File: config.mk
export PLATFORM = sky130hd
export DESIGN_NAME = mem_lsu_flat
export DESIGN_NICKNAME = d
export VERILOG_FILES = /design/src/rtl/mem_lsu_if.sv /design/src/rtl/mem_lsu.sv /design/src/flat_wrapper.sv
export SDC_FILE = /design/constraint.sdc
export NUM_CORES = 1
export LEC_CHECK = 0
export CORE_UTILIZATION = 38
export DETAILED_ROUTE_END_ITERATION = 16
export PLACE_DENSITY = 0.87
export SLEW_MARGIN = 10
export SYNTH_ARGS = -nofsm -noshare
export SYNTH_HDL_FRONTEND = slang
export SYNTH_SLANG_ARGS = --single-unit
File: constraint.sdc
create_clock -name clk -period 5.7 [get_ports clk]
set_clock_uncertainty 0.1 [all_clocks]
set_input_delay 1.71 -clock clk [delete_from_list [all_inputs] [get_ports clk]]
set_output_delay 1.71 -clock clk [all_outputs]
set_load 0.02 [all_outputs]
File: src/rtl/mem_lsu_if.sv
// Data-memory port of the load/store stage: request/grant/response handshake.
// Signal names are seen from the LSU side; the memory uses the slave modport.
interface mem_lsu_if #(
    parameter int unsigned DATA_W = 32,
    parameter int unsigned ADDR_W = 32
);
    logic                  dmem_req_o;
    logic                  dmem_we_o;
    logic [DATA_W/8-1:0]   dmem_be_o;
    logic [ADDR_W-1:0]     dmem_addr_o;
    logic [DATA_W-1:0]     dmem_wdata_o;
    logic                  dmem_gnt_i;
    logic                  dmem_rvalid_i;
    logic [DATA_W-1:0]     dmem_rdata_i;

    modport master (
        output dmem_req_o, dmem_we_o, dmem_be_o, dmem_addr_o, dmem_wdata_o,
        input  dmem_gnt_i, dmem_rvalid_i, dmem_rdata_i
    );

    modport slave (
        input  dmem_req_o, dmem_we_o, dmem_be_o, dmem_addr_o, dmem_wdata_o,
        output dmem_gnt_i, dmem_rvalid_i, dmem_rdata_i
    );
endinterface

File: src/rtl/mem_lsu.sv
// Memory-access stage: issues loads/stores on the data-memory port, aligns and
// extends load data, stalls while an access is pending, registers the write-back.
module mem_lsu #(
    parameter int unsigned DATA_W     = 32,
    parameter int unsigned ADDR_W     = 32,
    parameter int unsigned REG_ADDR_W = 5
) (
    input  logic                  clk,
    input  logic                  rst,
    input  logic                  valid_i,
    input  logic [REG_ADDR_W-1:0] reg_waddr_i,
    input  logic                  reg_we_i,
    input  logic [DATA_W-1:0]     reg_wdata_i,
    input  logic                  mem_re_i,
    input  logic                  mem_we_i,
    input  logic [2:0]            mem_op_i,
    input  logic [ADDR_W-1:0]     mem_addr_i,
    input  logic [DATA_W-1:0]     mem_wdata_i,
    mem_lsu_if.master             dmem,
    output logic                  stall_req_o,
    output logic                  misalign_o,
    output logic [REG_ADDR_W-1:0] reg_waddr_o,
    output logic                  reg_we_o,
    output logic [DATA_W-1:0]     reg_wdata_o
);
    localparam int unsigned NB    = DATA_W / 8;
    localparam int unsigned OFF_W = $clog2(NB);

    typedef enum logic {IDLE, WAIT_R} state_e;

    state_e                state_q, state_d;
    logic [2:0]            op_q, op_d;
    logic [OFF_W-1:0]      off_q, off_d;
    logic [REG_ADDR_W-1:0] ld_waddr_q, ld_waddr_d;
    logic                  ld_we_q, ld_we_d;
    logic [REG_ADDR_W-1:0] reg_waddr_q, reg_waddr_d;
    logic                  reg_we_q, reg_we_d;
    logic [DATA_W-1:0]     reg_wdata_q, reg_wdata_d;
    logic                  misalign_q, misalign_d;

    logic [OFF_W-1:0]  off;
    logic [1:0]        sz_log2;
    logic              is_mem, illegal, misaligned, bad;
    logic [7:0]        be_mask;
    logic [NB-1:0]     be_c;
    logic [DATA_W-1:0] wdata_rep;
    logic [DATA_W-1:0] lane;
    logic [DATA_W-1:0] ld_data;
    logic              req_c, we_c, stall_c;

    assign off     = mem_addr_i[OFF_W-1:0];
    assign sz_log2 = mem_op_i[1:0];
    assign is_mem  = mem_re_i | mem_we_i;

    // Access legality and size-dependent byte mask / store-data replication
    always_comb begin
        illegal = (mem_op_i == 3'b111) ||
                  ((DATA_W == 32) && ((mem_op_i == 3'b011) || (mem_op_i == 3'b110)));
        case (sz_log2)
            2'd0: begin
                misaligned = 1'b0;
                be_mask    = 8'h01;
                wdata_rep  = {NB{mem_wdata_i[7:0]}};
            end
            2'd1: begin
                misaligned = mem_addr_i[0];
                be_mask    = 8'h03;
                wdata_rep  = {(NB/2){mem_wdata_i[15:0]}};
            end
            2'd2: begin
                misaligned = |mem_addr_i[1:0];
                be_mask    = 8'h0F;
                wdata_rep  = {(NB/4){mem_wdata_i[31:0]}};
            end
            default: begin
                misaligned = |mem_addr_i[2:0];
                be_mask    = 8'hFF;
                wdata_rep  = mem_wdata_i;
            end
        endcase
        bad  = illegal | misaligned;
        be_c = NB'(be_mask) << off;
    end

    // Load lane extraction uses the op and offset captured at grant
    always_comb begin
        lane = dmem.dmem_rdata_i >> {off_q, 3'b000};
        case (op_q)
            3'b000:  ld_data = DATA_W'($signed(lane[7:0]));
            3'b001:  ld_data = DATA_W'($signed(lane[15:0]));
            3'b010:  ld_data = DATA_W'($signed(lane[31:0]));
            3'b100:  ld_data = DATA_W'(lane[7:0]);
            3'b101:  ld_data = DATA_W'(lane[15:0]);
            3'b110:  ld_data = DATA_W'(lane[31:0]);
            default: ld_data = lane;
        endcase
    end

    always_comb begin
        state_d     = state_q;
        op_d        = op_q;
        off_d       = off_q;
        ld_waddr_d  = ld_waddr_q;
        ld_we_d     = ld_we_q;
        reg_waddr_d = reg_waddr_q;
        reg_we_d    = 1'b0;
        reg_wdata_d = reg_wdata_q;
        misalign_d  = 1'b0;
        req_c       = 1'b0;
        we_c        = 1'b0;
        stall_c     = 1'b0;
        case (state_q)
            IDLE: begin
                if (valid_i) begin
                    if (!is_mem) begin
                        reg_waddr_d = reg_waddr_i;
                        reg_we_d    = reg_we_i;
                        reg_wdata_d = reg_wdata_i;
                    end else if (bad) begin
                        misalign_d = 1'b1;
                    end else if (mem_re_i) begin
                        req_c   = 1'b1;
                        stall_c = 1'b1;
                        if (dmem.dmem_gnt_i) begin
                            state_d    = WAIT_R;
                            op_d       = mem_op_i;
                            off_d      = off;
                            ld_waddr_d = reg_waddr_i;
                            ld_we_d    = reg_we_i;
                        end
                    end else begin
                        req_c   = 1'b1;
                        we_c    = 1'b1;
                        stall_c = !dmem.dmem_gnt_i;
                    end
                end
            end
            WAIT_R: begin
                stall_c = !dmem.dmem_rvalid_i;
                if (dmem.dmem_rvalid_i) begin
                    state_d     = IDLE;
                    reg_waddr_d = ld_waddr_q;
                    reg_we_d    = ld_we_q;
                    reg_wdata_d = ld_data;
                end
            end
            default: state_d = IDLE;
        endcase
    end

    always_ff @(posedge clk or posedge rst) begin
        if (rst) begin
            state_q     <= IDLE;
            op_q        <= '0;
            off_q       <= '0;
            ld_waddr_q  <= '0;
            ld_we_q     <= 1'b0;
            reg_waddr_q <= '0;
            reg_we_q    <= 1'b0;
            reg_wdata_q <= '0;
            misalign_q  <= 1'b0;
        end else begin
            state_q     <= state_d;
            op_q        <= op_d;
            off_q       <= off_d;
            ld_waddr_q  <= ld_waddr_d;
            ld_we_q     <= ld_we_d;
            reg_waddr_q <= reg_waddr_d;
            reg_we_q    <= reg_we_d;
            reg_wdata_q <= reg_wdata_d;
            misalign_q  <= misalign_d;
        end
    end

    assign dmem.dmem_req_o   = req_c;
    assign dmem.dmem_we_o    = we_c;
    assign dmem.dmem_be_o    = req_c ? be_c : '0;
    assign dmem.dmem_addr_o  = {mem_addr_i[ADDR_W-1:OFF_W], OFF_W'(0)};
    assign dmem.dmem_wdata_o = wdata_rep;
    assign stall_req_o       = stall_c;
    assign misalign_o        = misalign_q;
    assign reg_waddr_o       = reg_waddr_q;
    assign reg_we_o          = reg_we_q;
    assign reg_wdata_o       = reg_wdata_q;
endmodule

File: src/flat_wrapper.sv
// flat-port wrapper written by rule: the top's interface ports become plain ports
module mem_lsu_flat 
#(
    parameter int unsigned DATA_W     = 32,
    parameter int unsigned ADDR_W     = 32,
    parameter int unsigned REG_ADDR_W = 5
)
  (clk, rst, valid_i, reg_waddr_i, reg_we_i, reg_wdata_i, mem_re_i, mem_we_i, mem_op_i, mem_addr_i, mem_wdata_i, stall_req_o, misalign_o, reg_waddr_o, reg_we_o, reg_wdata_o, dmem_dmem_req_o, dmem_dmem_we_o, dmem_dmem_be_o, dmem_dmem_addr_o, dmem_dmem_wdata_o, dmem_dmem_gnt_i, dmem_dmem_rvalid_i, dmem_dmem_rdata_i);
  mem_lsu_if #(.DATA_W(DATA_W), .ADDR_W(ADDR_W)) dmem_i ();
  input  logic clk;
  input  logic rst;
  input  logic valid_i;
  input  logic [REG_ADDR_W-1:0] reg_waddr_i;
  input  logic reg_we_i;
  input  logic [DATA_W-1:0] reg_wdata_i;
  input  logic mem_re_i;
  input  logic mem_we_i;
  input  logic [2:0] mem_op_i;
  input  logic [ADDR_W-1:0] mem_addr_i;
  input  logic [DATA_W-1:0] mem_wdata_i;
  output logic stall_req_o;
  output logic misalign_o;
  output logic [REG_ADDR_W-1:0] reg_waddr_o;
  output logic reg_we_o;
  output logic [DATA_W-1:0] reg_wdata_o;
  output wire logic [$bits(dmem_i.dmem_req_o)-1:0] dmem_dmem_req_o;
  output wire logic [$bits(dmem_i.dmem_we_o)-1:0] dmem_dmem_we_o;
  output wire logic [$bits(dmem_i.dmem_be_o)-1:0] dmem_dmem_be_o;
  output wire logic [$bits(dmem_i.dmem_addr_o)-1:0] dmem_dmem_addr_o;
  output wire logic [$bits(dmem_i.dmem_wdata_o)-1:0] dmem_dmem_wdata_o;
  input wire logic [$bits(dmem_i.dmem_gnt_i)-1:0] dmem_dmem_gnt_i;
  input wire logic [$bits(dmem_i.dmem_rvalid_i)-1:0] dmem_dmem_rvalid_i;
  input wire logic [$bits(dmem_i.dmem_rdata_i)-1:0] dmem_dmem_rdata_i;
  assign dmem_dmem_req_o = dmem_i.dmem_req_o;
  assign dmem_dmem_we_o = dmem_i.dmem_we_o;
  assign dmem_dmem_be_o = dmem_i.dmem_be_o;
  assign dmem_dmem_addr_o = dmem_i.dmem_addr_o;
  assign dmem_dmem_wdata_o = dmem_i.dmem_wdata_o;
  assign dmem_i.dmem_gnt_i = dmem_dmem_gnt_i;
  assign dmem_i.dmem_rvalid_i = dmem_dmem_rvalid_i;
  assign dmem_i.dmem_rdata_i = dmem_dmem_rdata_i;
  mem_lsu #(.DATA_W(DATA_W), .ADDR_W(ADDR_W), .REG_ADDR_W(REG_ADDR_W)) u_core (.clk(clk), .rst(rst), .valid_i(valid_i), .reg_waddr_i(reg_waddr_i), .reg_we_i(reg_we_i), .reg_wdata_i(reg_wdata_i), .mem_re_i(mem_re_i), .mem_we_i(mem_we_i), .mem_op_i(mem_op_i), .mem_addr_i(mem_addr_i), .mem_wdata_i(mem_wdata_i), .dmem(dmem_i), .stall_req_o(stall_req_o), .misalign_o(misalign_o), .reg_waddr_o(reg_waddr_o), .reg_we_o(reg_we_o), .reg_wdata_o(reg_wdata_o));
endmodule
Word level (Yosys, flattened, before mapping) --
Cells that the tools add are included.
Operators by class: eq/ne operators 11, multiply operators 0, order comparisons 0, multiplexer cells 42, bitwise gates (word level) 4, reductions and logical operators 10, shift-type cells 2, divide/modulo/power cells 0, $add $sub $neg 0
Operator list (count):
- $pmux W32 S2 | 2
- $pmux W32 S4 | 1
- $mux W32 | 3
- $shr A32 B5 Y32 | 1
- $mux W1 | 26
- $mux W5 | 3
- $eq A3 B3 Y1 const B | 4
- $pmux W4 S3 | 1
- $pmux W5 S2 | 1
- $ne A2 B2 Y1 const B | 3
- $pmux W1 S2 | 3
- $reduce_and A6 Y1 | 1
- $mux W4 | 1
- $shl A4 B2 Y4 | 1
- $eq A3 B1 Y1 const B | 1
- $eq A3 B2 Y1 const B | 1
- $logic_not A3 Y1 | 1
- $pmux W1 S3 | 1
- $reduce_and A3 Y1 | 1
- $reduce_or A3 Y1 | 1
- $eq A2 B1 Y1 const B | 1
- $eq A2 B2 Y1 const B | 1
- $logic_not A1 Y1 | 2
- $logic_not A2 Y1 | 1
- 4 further kinds | 7
Storage, ports and cells: register bits after elaboration 51, memory bits (writable) 0, memories kept 0, output and inout bits 110, bits in read-only memories 0, input bits 144, latch bits 0, logic and storage cells 78

Depth between registers and ports, before layout --
Gate-level depths: netlist (run 1).
depth after elaboration 9, gate-level depth with buffers 7

Worst setup path before layout (run 1) --
Ideal clock, no wire load.
path kind input port to output port, start input mem_op_i[1], end output dmem_dmem_be_o[2], stages on the path 4, slack 987 ps, data required time 3890 ps, arrival 2903 ps, buffers on the path 2, cells stage by stage clkbuf_1 > clkbuf_1 > a211oi_1 > a211oi_1
Between the ends: longest elaborated chain between the ends 9
Ends and longest elaborated chain:
- start, declared | line flat_wrapper.sv:18 | input logic [2:0] mem_op_i;
- branches (longest 8 deep; another with $pmux W1 S3)
- $mux W4 (*) | line mem_lsu.sv:177 | assign dmem.dmem_be_o = req_c ? be_c : '0;
- end, declared | line flat_wrapper.sv:28 | output wire logic [$bits(dmem_i.dmem_be_o)-1:0] dmem_dmem_be_o;
Mark *: on every way between the ends.

Worst setup path after layout (run 1) --
start input mem_op_i[0], end output dmem_dmem_be_o[3]
The elaborated chain is that of the path after synthesis.

==> impl_metrics.ini, run 1 <==
[outcome]
status = completed

[critical_path]
rr_worst_depth = 5
reg2reg_to = u_core.reg_wdata_o[23]
path_max_fanout = 7
r2r_start = u_core.state_q
critPathLaunchType = input port
crit_type = in2out
crit_arrival_ns = 3.72
cp-end-kind = output pin
cp.required_ns = 3.89
r2r_setup_slack_ns = 2.79
startpoint = mem_op_i[0]

[clock_network]
cts-root-buf = clkbuf_8
insertion_delay_ns = 0.30
cts.repair.resized = 0
clkTransAtPathRegs_ns = 0.10
cts_sinks = 51
htree_num_levels = 2
cts_tree = done
ctsHoldBuffers = 0
cts_buffer_depth = 2
cts_buffers = 5
cts_setup_buffers = 0

[sta]
rsz0062_at_grt = false
max_freq_mhz = 180.8
period_minus_slack_ns = 5.531
max_slew_margin_pct = 36.12
setup_tns_ns = 0
setup_viol = 0
finalHoldWorstSlack_ns = 0.3963
drv_slew = 0
hold_viol = 0
worst_pin_slew_ns = 0.9582
post-route-period-util_pct = 97.04

[floorplanning]
die_w_um = 99.16
dieArea_um2 = 9833
coreArea_um2 = 9196
row_count = 35
ios = 254
start_util_pct = 39.01
die_h_um = 99.16

[detailed_routing]
wirelength_um = 11350
dr.pass1.iters = 4
drc = 0
wl_per_cell_um = 17.85
vias = 3461
ant_nets = 0
drt_iter0_markers = 75
via_per_inst = 5.442

[yosys]
syn_avg_cell_area_um2 = 9.342
synth_most_common_cell = o21ai_0
yosys-top-cells-count = o21ai_0, nand2_1, dfrtp_1, buf_4, mux2_2
synth_area_leaders = dfrtp_1, mux2_2, o21ai_0
syn_area_um2 = 3587
ys_types = 36
yosys_warnings = 0
ys_seq_area_share_pct = 35.58
synth_edf_count = 0
postSynth.asyncResetShare_pct = 100.0
synth_top_area_share_pct = 35.58
syn_inst = 384
ys.flop_type = dfrtp_1
synth_largest_area_cell = dfrtp_1
synth-seq-cells = 51

[job]
drv_cap = 0

[layout]
fin_util_pct = 58.61
nFillCells = 770
regArea_um2 = 1277
diodes = 0
num-nets-final = 668
multi_input_area_um2 = 1869
area_delta_synth_final_pct = 50.26
drive_gt1_share_pct = 12.57

[min_path]
hold_path_class = reg2reg
holdCritStartpoint = u_core.reg_waddr_o[0]
min_to = u_core.reg_waddr_o[0]
holdPathStages = 2

[global_route]
grt_use_total_pct = 22.49
antenna_found_initial = 0
first_global_vias = 3620
overflow = 0
grt_max_degree = 52
grt_pass1_wl_um = 17390

[pwr]
p_leak_uw = 0.002214
powerDensity_nw_per_um2 = 260.0
ir_drop_uv = 131.0
finalPower_uw = 1401

[placed_design]
post-dp-hpwl_um = 8484
port_buffers = 191
gp_congestion = 0.7653
==> kinds of logic after synthesis <==
kind of cell	synth area share, %
AO/OA/AOI/OAI	16.18
buffers and inverters	12.73
flip-flops	35.58
AND/OR/NAND/NOR	11.55
multiplexers	23.86
other	0.1045
==> layout make-up <==
cell class	count	share of cell area, %
Clock buffer	5	1.277
Clock inverter	3	0.5107
Inverter	3	0.2089
Multi-Input combinational cell	262	34.68
Sequential cell	51	23.70
Tap cell	111	2.577
Timing Repair Buffer	201	37.05
==> per-layer routing <==
| metal | routed length, um | track usage [%] | vias to the layer above |
|---|---|---|---|
| met5 | 0 | 0 | - |
| met4 | 309 | 8.484 | 0 |
| met3 | 611 | 3.654 | 31 |
| met2 | 6015 | 43.25 | 150 |
| met1 | 4416 | 24.71 | 1681 |
| li1 | - | - | 1599 |
==> registers in the layout, summed over array words and instances, names as in the netlist <==
name	flops
u_core.reg_wdata_o	32
u_core.ld_we_q	1
u_core.reg_waddr_o	5
u_core.off_q	2
u_core.state_q	1
u_core.reg_we_o	1
u_core.op_q	3
u_core.ld_waddr_q	5
u_core.misalign_o	1
==> how the worst max path moves through the flow <==
stage,end,slack (ns)
2_1_floorplan,dmem_dmem_be_o[2],0.99
3_3_place_gp,dmem_dmem_be_o[2],0.12
3_5_place_dp,dmem_dmem_be_o[2],0.06
4_1_cts,dmem_dmem_be_o[2],0.03
5_1_grt,dmem_dmem_be_o[3],0.04
6_report,dmem_dmem_be_o[3],0.17
==> worst max-delay path: stages <==
cell and delay (ns):
clkdlybuf4s50_1 0.47, or2_1 0.32, a21oi_2 0.21, nand2b_1 0.21, a21oi_1 0.18, clkdlybuf4s50_1 0.62
==> stage by stage <==
step	cells	setup slack [ns]	cell area [um2]
after floorplan	385	0.9866	3591
after global placement	628	0.1199	5284
after detailed placement	628	0.05572	5284
after CTS	636	0.02840	5380
after global routing	636	0.03629	5390
final	636	0.1689	5390
==> placed cells by master (no fill, tap or decap), drive strengths merged, types with 2 or more instances in the layout <==
master	netlist	layout
clkdlybuf4s50	0	187
o21ai	63	63
nand2	60	60
dfrtp	51	51
mux2	35	35
mux2i	30	30
a22oi	16	16
a21oi	11	11
buf	56	10
nand3b	8	8
mux4	7	7
nor2	6	6
nor2b	5	5
clkbuf	13	5
dlymetal6s2s	0	4
inv	3	4
nand2b	3	3
a211oi	2	2
nor3	2	2
conb	1	2
or2	2	2
==> report_power, final <==
part	switching [uW]	internal, uW	total, uW
Combinational	309	347	656
Sequential	72.3	445	517
Clock	138	90.6	228
Total	519	883	1400
Note: power is estimated with default switching activity, not from simulation.
==> run 2, diff against run 1 <==
--- a/config.mk
+++ b/config.mk
@@ -7,6 +7,7 @@
 export LEC_CHECK = 0
 export CORE_UTILIZATION = 38
 export DETAILED_ROUTE_END_ITERATION = 16
+export HOLD_SLACK_MARGIN = 0.15
 export PLACE_DENSITY = 0.87
 export SLEW_MARGIN = 10
 export SYNTH_ARGS = -nofsm -noshare
==> results of run 2 <==
The final DEF is identical to that of run 1; final timing and power are the same.
